==> config.mk <==
export PLATFORM = sky130hd
export DESIGN_NAME = imem_load_arbiter_flat
export DESIGN_NICKNAME = d
export VERILOG_FILES = /design/src/rtl/imem_load_arbiter_if.sv /design/src/rtl/imem_load_arbiter.sv /design/src/flat_wrapper.sv
export SDC_FILE = /design/constraint.sdc
export NUM_CORES = 1
export LEC_CHECK = 0
export ABC_AREA = 1
export CAP_MARGIN = 30
export CORE_AREA = 2 2 157 144
export CTS_CLUSTER_SIZE = 30
export DETAILED_ROUTE_END_ITERATION = 16
export DIE_AREA = 0 0 159 146
export GPL_TIMING_DRIVEN = 0
export HOLD_SLACK_MARGIN = 0.12
export SYNTH_ARGS = -nofsm -noshare
export SYNTH_HDL_FRONTEND = slang
export SYNTH_SLANG_ARGS = --single-unit
==> constraint.sdc <==
create_clock -name clk -period 2.4 [get_ports clk]
set_input_delay 0.48 -clock clk [delete_from_list [all_inputs] [get_ports clk]]
set_output_delay 0.48 -clock clk [all_outputs]
set_load 0.01 [all_outputs]
==> src/rtl/imem_load_arbiter_if.sv <==
// Bundles the loader stream, CPU fetch port and byte-wide memory port of the
// instruction-memory arbiter. slave = the arbiter, master = the surrounding system.
interface imem_load_arbiter_if;
    logic        ld_start;
    logic        ld_valid;
    logic        ld_ready;
    logic [31:0] ld_data;
    logic        ld_last;
    logic [31:0] cpu_pc;
    logic [31:0] cpu_inst;
    logic        cpu_reset;
    logic [31:0] mem_addr;
    logic        mem_we;
    logic [7:0]  mem_wdata;
    logic [31:0] mem_rdata;
    logic [15:0] words_loaded;
    logic        load_err;
    logic        fetch_err;

    modport slave (
        input  ld_start, ld_valid, ld_data, ld_last, cpu_pc, mem_rdata,
        output ld_ready, cpu_inst, cpu_reset, mem_addr, mem_we, mem_wdata,
               words_loaded, load_err, fetch_err
    );

    modport master (
        output ld_start, ld_valid, ld_data, ld_last, cpu_pc, mem_rdata,
        input  ld_ready, cpu_inst, cpu_reset, mem_addr, mem_we, mem_wdata,
               words_loaded, load_err, fetch_err
    );
endinterface

==> src/rtl/imem_load_arbiter.sv <==
// Shares the byte-wide instruction memory between a word loader (big-endian byte writes)
// and the CPU fetch port. Optional macro IMEM_FETCH_GUARD_EN enables fetch range/alignment checks.
module imem_load_arbiter #(
    parameter int MEM_SIZE = 512,
    parameter int EXC_ADDR = MEM_SIZE - 120,
    parameter int RST_HOLD = 4
) (
    input logic                clk,
    input logic                reset,
    imem_load_arbiter_if.slave bus
);
    localparam int HCW = (RST_HOLD > 1) ? $clog2(RST_HOLD) : 1;

    typedef enum logic [2:0] {
        S_IDLE,
        S_LOAD_WAIT,
        S_WRITE,
        S_HOLD,
        S_RUN
    } state_t;

    state_t          r_state;
    state_t          w_state_next;
    logic [31:0]     r_wptr;
    logic [31:0]     r_word;
    logic            r_last;
    logic [1:0]      r_k;
    logic [HCW-1:0]  r_hold_cnt;
    logic [15:0]     r_words;
    logic            r_load_err;

    logic            w_start;
    logic            w_accept;
    logic            w_fits;
    logic [7:0]      w_bytes [4];

    logic            w_ld_ready;
    logic            w_cpu_reset;
    logic            w_mem_we;
    logic [31:0]     w_mem_addr;
    logic [7:0]      w_mem_wdata;
    logic [31:0]     w_cpu_inst;
    logic            w_fetch_err;

    // Byte k of the latched word, MSB first, so byte 0 lands at the lowest address
    generate
        for (genvar gi = 0; gi < 4; gi++) begin : g_bytes
            assign w_bytes[gi] = r_word[31-8*gi -: 8];
        end
    endgenerate

    assign w_start  = ((r_state == S_IDLE) || (r_state == S_RUN)) && bus.ld_start;
    assign w_accept = (r_state == S_LOAD_WAIT) && bus.ld_valid;
    assign w_fits   = (r_wptr + 32'd4) <= 32'(EXC_ADDR);

    always_ff @(posedge clk or negedge reset) begin
        if (!reset) begin
            r_state <= S_IDLE;
        end else begin
            r_state <= w_state_next;
        end
    end

    always_comb begin
        w_state_next = r_state;
        w_ld_ready   = 1'b0;
        w_cpu_reset  = 1'b1;
        w_mem_we     = 1'b0;
        w_mem_addr   = 32'd0;
        w_mem_wdata  = 8'd0;
        w_cpu_inst   = 32'd0;
        w_fetch_err  = 1'b0;
        case (r_state)
            S_IDLE: begin
                if (bus.ld_start) w_state_next = S_LOAD_WAIT;
            end
            S_LOAD_WAIT: begin
                w_ld_ready = 1'b1;
                if (bus.ld_valid) begin
                    if (w_fits)           w_state_next = S_WRITE;
                    else if (bus.ld_last) w_state_next = S_HOLD;
                end
            end
            S_WRITE: begin
                w_mem_we    = 1'b1;
                w_mem_addr  = r_wptr + {30'd0, r_k};
                w_mem_wdata = w_bytes[r_k];
                if (r_k == 2'd3) w_state_next = r_last ? S_HOLD : S_LOAD_WAIT;
            end
            S_HOLD: begin
                if (r_hold_cnt == HCW'(RST_HOLD - 1)) w_state_next = S_RUN;
            end
            S_RUN: begin
                w_cpu_reset = 1'b0;
`ifdef IMEM_FETCH_GUARD_EN
                if ((bus.cpu_pc[1:0] != 2'b00) || (bus.cpu_pc > 32'(MEM_SIZE - 4))) begin
                    w_fetch_err = 1'b1;
                end else begin
                    w_mem_addr = bus.cpu_pc;
                    w_cpu_inst = bus.mem_rdata;
                end
`else
                w_mem_addr = bus.cpu_pc % 32'(MEM_SIZE);
                w_cpu_inst = bus.mem_rdata;
`endif
                if (bus.ld_start) w_state_next = S_LOAD_WAIT;
            end
            default: w_state_next = S_IDLE;
        endcase
    end

    always_ff @(posedge clk or negedge reset) begin
        if (!reset) begin
            r_wptr     <= 32'd0;
            r_word     <= 32'd0;
            r_last     <= 1'b0;
            r_k        <= 2'd0;
            r_hold_cnt <= '0;
            r_words    <= 16'd0;
            r_load_err <= 1'b0;
        end else begin
            if (w_start) begin
                r_wptr     <= 32'd0;
                r_words    <= 16'd0;
                r_load_err <= 1'b0;
                r_k        <= 2'd0;
            end
            if (w_accept) begin
                r_word <= bus.ld_data;
                r_last <= bus.ld_last;
                r_k    <= 2'd0;
                if (!w_fits) r_load_err <= 1'b1;
            end
            if (r_state == S_WRITE) begin
                r_k <= r_k + 2'd1;
                if (r_k == 2'd3) begin
                    r_wptr <= r_wptr + 32'd4;
                    if (r_words != 16'hFFFF) r_words <= r_words + 16'd1;
                end
            end
            r_hold_cnt <= (r_state == S_HOLD) ? r_hold_cnt + HCW'(1) : '0;
        end
    end

    assign bus.ld_ready     = w_ld_ready;
    assign bus.cpu_reset    = w_cpu_reset;
    assign bus.mem_we       = w_mem_we;
    assign bus.mem_addr     = w_mem_addr;
    assign bus.mem_wdata    = w_mem_wdata;
    assign bus.cpu_inst     = w_cpu_inst;
    assign bus.fetch_err    = w_fetch_err;
    assign bus.words_loaded = r_words;
    assign bus.load_err     = r_load_err;
endmodule

==> src/flat_wrapper.sv <==
// flat-port wrapper written by rule: the top's interface ports become plain ports
module imem_load_arbiter_flat 
#(
    parameter int MEM_SIZE = 512,
    parameter int EXC_ADDR = MEM_SIZE - 120,
    parameter int RST_HOLD = 4
)
  (clk, reset, bus_ld_start, bus_ld_valid, bus_ld_data, bus_ld_last, bus_cpu_pc, bus_mem_rdata, bus_ld_ready, bus_cpu_inst, bus_cpu_reset, bus_mem_addr, bus_mem_we, bus_mem_wdata, bus_words_loaded, bus_load_err, bus_fetch_err);
  imem_load_arbiter_if bus_i ();
  input logic clk;
  input logic reset;
  input wire logic [$bits(bus_i.ld_start)-1:0] bus_ld_start;
  input wire logic [$bits(bus_i.ld_valid)-1:0] bus_ld_valid;
  input wire logic [$bits(bus_i.ld_data)-1:0] bus_ld_data;
  input wire logic [$bits(bus_i.ld_last)-1:0] bus_ld_last;
  input wire logic [$bits(bus_i.cpu_pc)-1:0] bus_cpu_pc;
  input wire logic [$bits(bus_i.mem_rdata)-1:0] bus_mem_rdata;
  output wire logic [$bits(bus_i.ld_ready)-1:0] bus_ld_ready;
  output wire logic [$bits(bus_i.cpu_inst)-1:0] bus_cpu_inst;
  output wire logic [$bits(bus_i.cpu_reset)-1:0] bus_cpu_reset;
  output wire logic [$bits(bus_i.mem_addr)-1:0] bus_mem_addr;
  output wire logic [$bits(bus_i.mem_we)-1:0] bus_mem_we;
  output wire logic [$bits(bus_i.mem_wdata)-1:0] bus_mem_wdata;
  output wire logic [$bits(bus_i.words_loaded)-1:0] bus_words_loaded;
  output wire logic [$bits(bus_i.load_err)-1:0] bus_load_err;
  output wire logic [$bits(bus_i.fetch_err)-1:0] bus_fetch_err;
  assign bus_i.ld_start = bus_ld_start;
  assign bus_i.ld_valid = bus_ld_valid;
  assign bus_i.ld_data = bus_ld_data;
  assign bus_i.ld_last = bus_ld_last;
  assign bus_i.cpu_pc = bus_cpu_pc;
  assign bus_i.mem_rdata = bus_mem_rdata;
  assign bus_ld_ready = bus_i.ld_ready;
  assign bus_cpu_inst = bus_i.cpu_inst;
  assign bus_cpu_reset = bus_i.cpu_reset;
  assign bus_mem_addr = bus_i.mem_addr;
  assign bus_mem_we = bus_i.mem_we;
  assign bus_mem_wdata = bus_i.mem_wdata;
  assign bus_words_loaded = bus_i.words_loaded;
  assign bus_load_err = bus_i.load_err;
  assign bus_fetch_err = bus_i.fetch_err;
  imem_load_arbiter #(.MEM_SIZE(MEM_SIZE), .EXC_ADDR(EXC_ADDR), .RST_HOLD(RST_HOLD)) u_core (.clk(clk), .reset(reset), .bus(bus_i));
endmodule
Word-level counts from Yosys, hierarchy flattened

Index checks and enable logic that the tools add are counted.

Flip-flop bits (word level): 89
Logic and storage cells: 66

Add/sub/neg operators: 5
Magnitude comparators: 2
Equal/unequal tests: 12
Multiplexer cells: 31
Bitwise operators: 1
Reduce and logical (&&, ||, !) cells: 7

Operators by type and width:

| cell                                                             | count |
|---|---|
| 2-to-1 mux 32 bit                                                | 4 |
| 2-to-1 mux 16 bit                                                | 4 |
| one-hot mux 32 bit (2 select lines)                              | 1 |
| adder 32 x 2 -> 32 bit                                           | 1 |
| adder 32 x 3 -> 32 bit (second input constant)                   | 1 |
| less-or-equal comparator 32 x 9 -> 1 bit (second input constant) | 1 |
| 2-to-1 mux 8 bit                                                 | 3 |
| 2-to-1 mux 3 bit                                                 | 6 |
| adder 16 x 1 -> 16 bit (second input constant)                   | 1 |
| binary-select mux 8 bit (select 2 bit)                           | 1 |
| inequality test 16 bit (second input constant)                   | 1 |
| one-hot mux 3 bit (4 select lines)                               | 1 |
| 2-to-1 mux 2 bit                                                 | 5 |
| == test 3 x 2 -> 1 bit (second input constant)                   | 2 |
| 2-to-1 mux 1 bit                                                 | 6 |
| inequality test 2 x 1 -> 1 bit (second input constant)           | 3 |
| AND reduction 5 bit                                              | 1 |
| adder 2 x 1 -> 2 bit (second input constant)                     | 2 |
| == test 2 bit (second input constant)                            | 2 |
| == test 3 x 1 -> 1 bit (second input constant)                   | 1 |
| == test 3 bit (second input constant)                            | 1 |
| greater-or-equal comparator 3 bit (second input constant)        | 1 |
| logical NOT 3 bit                                                | 1 |
| inequality test 3 x 2 -> 1 bit (second input constant)           | 1 |
| 6 further kinds                                                  | 7 |

Logic depth before layout (Yosys ltp)

Depth after elaboration: 7
Mapped depth: 17
Mapped depth without buffers: 17

Worst setup path before layout

Ideal clock, no wire load.

Path kind: register to output
Start point: reg u_core.r_k[1]
End point: out bus_mem_addr[17]
Data arrival time: 1861 ps
Required time: 1920 ps
Path slack: 59 ps
Cell stages (with the launch flop): 7
Cell sequence: dfrtp_1 > ha_1 > a21oi_1 > clkbuf_1 > inv_1 > clkbuf_1 > a211oi_1

Word-level cells in the longest chain between the ends: 2

Ends and longest elaborated chain:

| element                             | RTL line                 | RTL |
|---|---|---|
| start, declared                     | imem_load_arbiter.sv:27  | `logic [1:0] r_k;` |
| start signal, assigned              | imem_load_arbiter.sv:135 | `r_k <= r_k + 2'd1;` |
| adder 32 x 2 -> 32 bit              | imem_load_arbiter.sv:86  | `w_mem_addr = r_wptr + {30'd0, r_k};` |
| one-hot mux 32 bit (2 select lines) | imem_load_arbiter.sv:73  | `case (r_state)` |
| end, declared                       | flat_wrapper.sv:21       | `output wire logic [$bits(bus_i.mem_addr)-1:0] bus_mem_addr;` |

Every way passes these cells.

Worst setup path after layout

Start point: reg u_core.r_k[1]
End point: out bus_mem_addr[29]

The elaborated chain is that of the path after synthesis.

==> run metrics <==
# fillers 2177; Post-synth top flop sky130_fd_sc_hd__dfrtp_1; antenna violations before repair 0; share of final-layout standard cells stronger than drive strength 1 28.4%; Max-Slew Margin vs Limit 56.0%; static power due to leakage 0.00426 uW; height of the die 146 um; mean instance size in the synthesized netlist 7.12 sq um; clock skew 0.0127 ns; CP Data Arrival Time 2.16 ns; Worst Setup Slack, final -0.241 ns; number of vias per cell 4.75; core region area 21400 sq um; total DRC errors in the routed layout 0; met2 wirelength from detailed routing 10.3 mm; EDFF count, synth 0; post-route core utilization 43.8%; Final Hold Fails 0; part of the cycle the worst path needs 110%; type of destination of the critical path output port; critical path launch point type flip-flop; number of distinct standard cells referenced by the synthesized netlist 47; maximum fanout count along the critical path 6; fmax 379 MHz; Data required, critical path 1.92 ns; Clock Pin Slew Worst Setup and Hold Paths 0.07 ns; transition at the pin with the smallest max-transition slack 0.659 ns; first-pass GRT wire length 34.2 mm; layout overhead on the synthesized area 57.2%; Post-DP Area 8050 sq um; Vias 6520; largest net degree at the start of global routing 57; count of synthesis-stage warnings from yosys 0; Initial Utilization 27.8%; PD cells 666 nW/um^2; met3 wire length 1.37 mm; Global Route Usage Sum 18.6%; synthesized netlist cell count 838; proportion of synthesized flip-flops having asynchronous set or reset 100%; Iter 0 DRT Violations 387; number of I/O port buffers 169; # setup viols final 29; clock tree from TritonCTS built; worst hold-check path type flip-flop to flip-flop; RSZ-0062 raised after global routing yes; flip-flop and latch area 2240 sq um; antenna viol nets, final 0; wl on met1 9.95 mm; flop-to-flop setup slack 0.07 ns; post-layout min period 2.64 ns; clock root buffer master sky130_fd_sc_hd__clkbuf_16; vias in the first global route 6392; proportion of synthesized chip area in sequential cells 37.3%; final net count 1185; clock sink total 89; Max IR drop VDD 0.426 mV; top metal layer carrying routed signals met5; number of storage elements in the synthesis netlist 89; horizontal die dimension 159 um; total number of H-tree levels 3; final instance area 9390 sq um; number of placement rows 51; die area 23200 sq um; Final Slew Violations 0; max_cap viols 0; insertion delay to the later sink of the worst-skew pair 0.36 ns; diode insertion count for antenna repair 0; hpwl dp 15.6 mm; cts bufs inserted 9; WL final 22.1 mm; area used by multi-input combinational logic 3710 sq um; combined area of all synthesized cells 5970 sq um; synthesized net count 947; violated checks setup timing; result of the run finished, violations left; worst-case clock buffer depth 2; I/O pin count 194; gpl congestion 0.875; count of TritonRoute iterations in the first routing pass 5; crit path kind flip-flop to output port; Avg WL per Cell 16.1 um; total congestion overflow 0
metal layers:
metal  track usage, %  vias to the layer above
met5                0                        -
met2             29.5                      209
li1                 -                     3199
met4             5.55                        2
met3             4.45                       31
met1             25.1                     3079
area by class of cell:
| cell class | count | area share, % |
|---|---|---|
| plain buffers | 28 | 2.85 |
| clock buffers | 10 | 2.44 |
| clock inverters | 6 | 0.573 |
| inverters | 114 | 4.81 |
| multi-input cells | 606 | 39.6 |
| flip-flops and latches | 89 | 23.9 |
| well taps | 291 | 3.88 |
| repair buffers | 228 | 22.0 |
worst max-delay path, stage by stage, from the launching register on:
cell	delay, ns
sky130_fd_sc_hd__dfrtp_1	0.43
sky130_fd_sc_hd__ha_4	0.26
sky130_fd_sc_hd__a21oi_4	0.17
sky130_fd_sc_hd__buf_8	0.12
sky130_fd_sc_hd__clkinvlp_4	0.18
sky130_fd_sc_hd__buf_8	0.20
sky130_fd_sc_hd__buf_6	0.11
sky130_fd_sc_hd__a21oi_4	0.13
sky130_fd_sc_hd__nor3_2	0.04
sky130_fd_sc_hd__buf_2	0.14
through the flow:
stage	std cells	TNS, ns	power (uW)	setup slack [ns]	hold WS, ns
floorplan	838	0	3380	0.0594	0.184
global placement	1298	-289.89	4360	-2.79	0.422
detailed placement	1299	-43.77	4390	-1.09	0.439
CTS	1351	-5.02	6160	-0.284	0.449
global route	1372	-7.40	6640	-0.318	0.456
finish	1372	-4.79	6250	-0.241	0.443
path summary, 6_finish.rpt:
check | startpoint | to | depth (start not counted)
worst max-delay path | u_core.r_k[1] | bus_mem_addr[29] | 9
worst min-delay path | u_core.r_hold_cnt[0] | u_core.r_hold_cnt[0] | 1
worst max register to register | u_core.r_wptr[2] | u_core.r_state[2] | 17
worst min register to register | u_core.r_hold_cnt[0] | u_core.r_hold_cnt[0] | 1
max in group asynchronous | reset | u_core.r_wptr[2] | 3
min in group asynchronous | reset | u_core.r_wptr[30] | 2
power by group:
| part | total (uW) | internal [uW] | switching, uW | leakage [uW] |
|---|---|---|---|---|
| Sequential | 2070 | 1860 | 216 | 0.00115 |
| Clock | 1440 | 727 | 712 | 0.000136 |
| Combinational | 2740 | 1240 | 1500 | 0.00298 |
logic make-up (layout without fill, tap and decap cells):
logic type	Yosys count	after routing	synth area share (%)
compound gates	144	144	13.9
xor+xnor	6	6	0.880
fa+ha+maj	8	8	1.80
buf+inv	143	386	9.14
flops	89	89	37.3
mux	32	32	6.04
other cells	1	1	0.0628
simple gates	415	415	30.9
cell usage after synthesis, types with 3 or more instances:
library cell | instances | area share, %
sky130_fd_sc_hd__nand2_1 | 169 | 11
sky130_fd_sc_hd__nor2_1 | 135 | 8.5
sky130_fd_sc_hd__inv_1 | 105 | 6.6
sky130_fd_sc_hd__dfrtp_1 | 89 | 37
sky130_fd_sc_hd__o21ai_0 | 66 | 5.5
sky130_fd_sc_hd__nand3_1 | 44 | 3.7
sky130_fd_sc_hd__mux2_2 | 32 | 6.0
sky130_fd_sc_hd__a21oi_1 | 31 | 2.6
sky130_fd_sc_hd__clkbuf_1 | 25 | 1.6
sky130_fd_sc_hd__nor3_1 | 23 | 1.9
sky130_fd_sc_hd__o22ai_1 | 16 | 1.7
sky130_fd_sc_hd__nor2_2 | 12 | 1.3
sky130_fd_sc_hd__a31oi_1 | 10 | 1.0
sky130_fd_sc_hd__nor2_4 | 8 | 1.5
sky130_fd_sc_hd__ha_1 | 7 | 1.5
sky130_fd_sc_hd__inv_2 | 6 | 0.38
sky130_fd_sc_hd__nand2_2 | 6 | 0.63
sky130_fd_sc_hd__xor2_1 | 5 | 0.73
sky130_fd_sc_hd__a32o_1 | 3 | 0.50
sky130_fd_sc_hd__clkinv_1 | 3 | 0.19
sky130_fd_sc_hd__nand2_4 | 3 | 0.57
sky130_fd_sc_hd__nand3_2 | 3 | 0.50
sky130_fd_sc_hd__nand4_1 | 3 | 0.31
sky130_fd_sc_hd__o31ai_1 | 3 | 0.38
what timing repair did:
item                       CTS  global route
hold endpoints to repair    33             0
gates resized for setup    299           135
gates cloned                 1             0
pin swaps                   29            49
setup endpoints to repair   78            58
hold buffers                 1             0
setup buffers               34            23
placed cells by master, fill, tap and decap left out, types with 12 or more instances in the layout:
cell / Yosys / routed
sky130_fd_sc_hd__nand2_1: 169 / 152
sky130_fd_sc_hd__nor2_1: 135 / 119
sky130_fd_sc_hd__inv_1: 105 / 97
sky130_fd_sc_hd__clkdlybuf4s50_1: 0 / 94
sky130_fd_sc_hd__dfrtp_1: 89 / 78
sky130_fd_sc_hd__o21ai_0: 66 / 47
sky130_fd_sc_hd__buf_4: 2 / 43
sky130_fd_sc_hd__nand3_1: 44 / 42
sky130_fd_sc_hd__mux2_2: 32 / 32
sky130_fd_sc_hd__buf_2: 1 / 28
sky130_fd_sc_hd__dlygate4sd2_1: 0 / 27
sky130_fd_sc_hd__a21oi_1: 31 / 21
sky130_fd_sc_hd__nand2_2: 6 / 19
sky130_fd_sc_hd__nor2_4: 8 / 19
sky130_fd_sc_hd__buf_6: 0 / 19
sky130_fd_sc_hd__nor2_2: 12 / 17
sky130_fd_sc_hd__o22ai_1: 16 / 16
sky130_fd_sc_hd__nor3_1: 23 / 12
sequential cells by signal, indices dropped and copies added, names as in the netlist:
register / flops
u_core.bus.load_err: 1
u_core.r_word: 32
u_core.r_last: 1
u_core.bus.words_loaded: 16
u_core.r_state: 3
u_core.r_wptr: 32
u_core.r_hold_cnt: 2
u_core.r_k: 2
No activity file was read; power rests on OpenSTA's default activity.
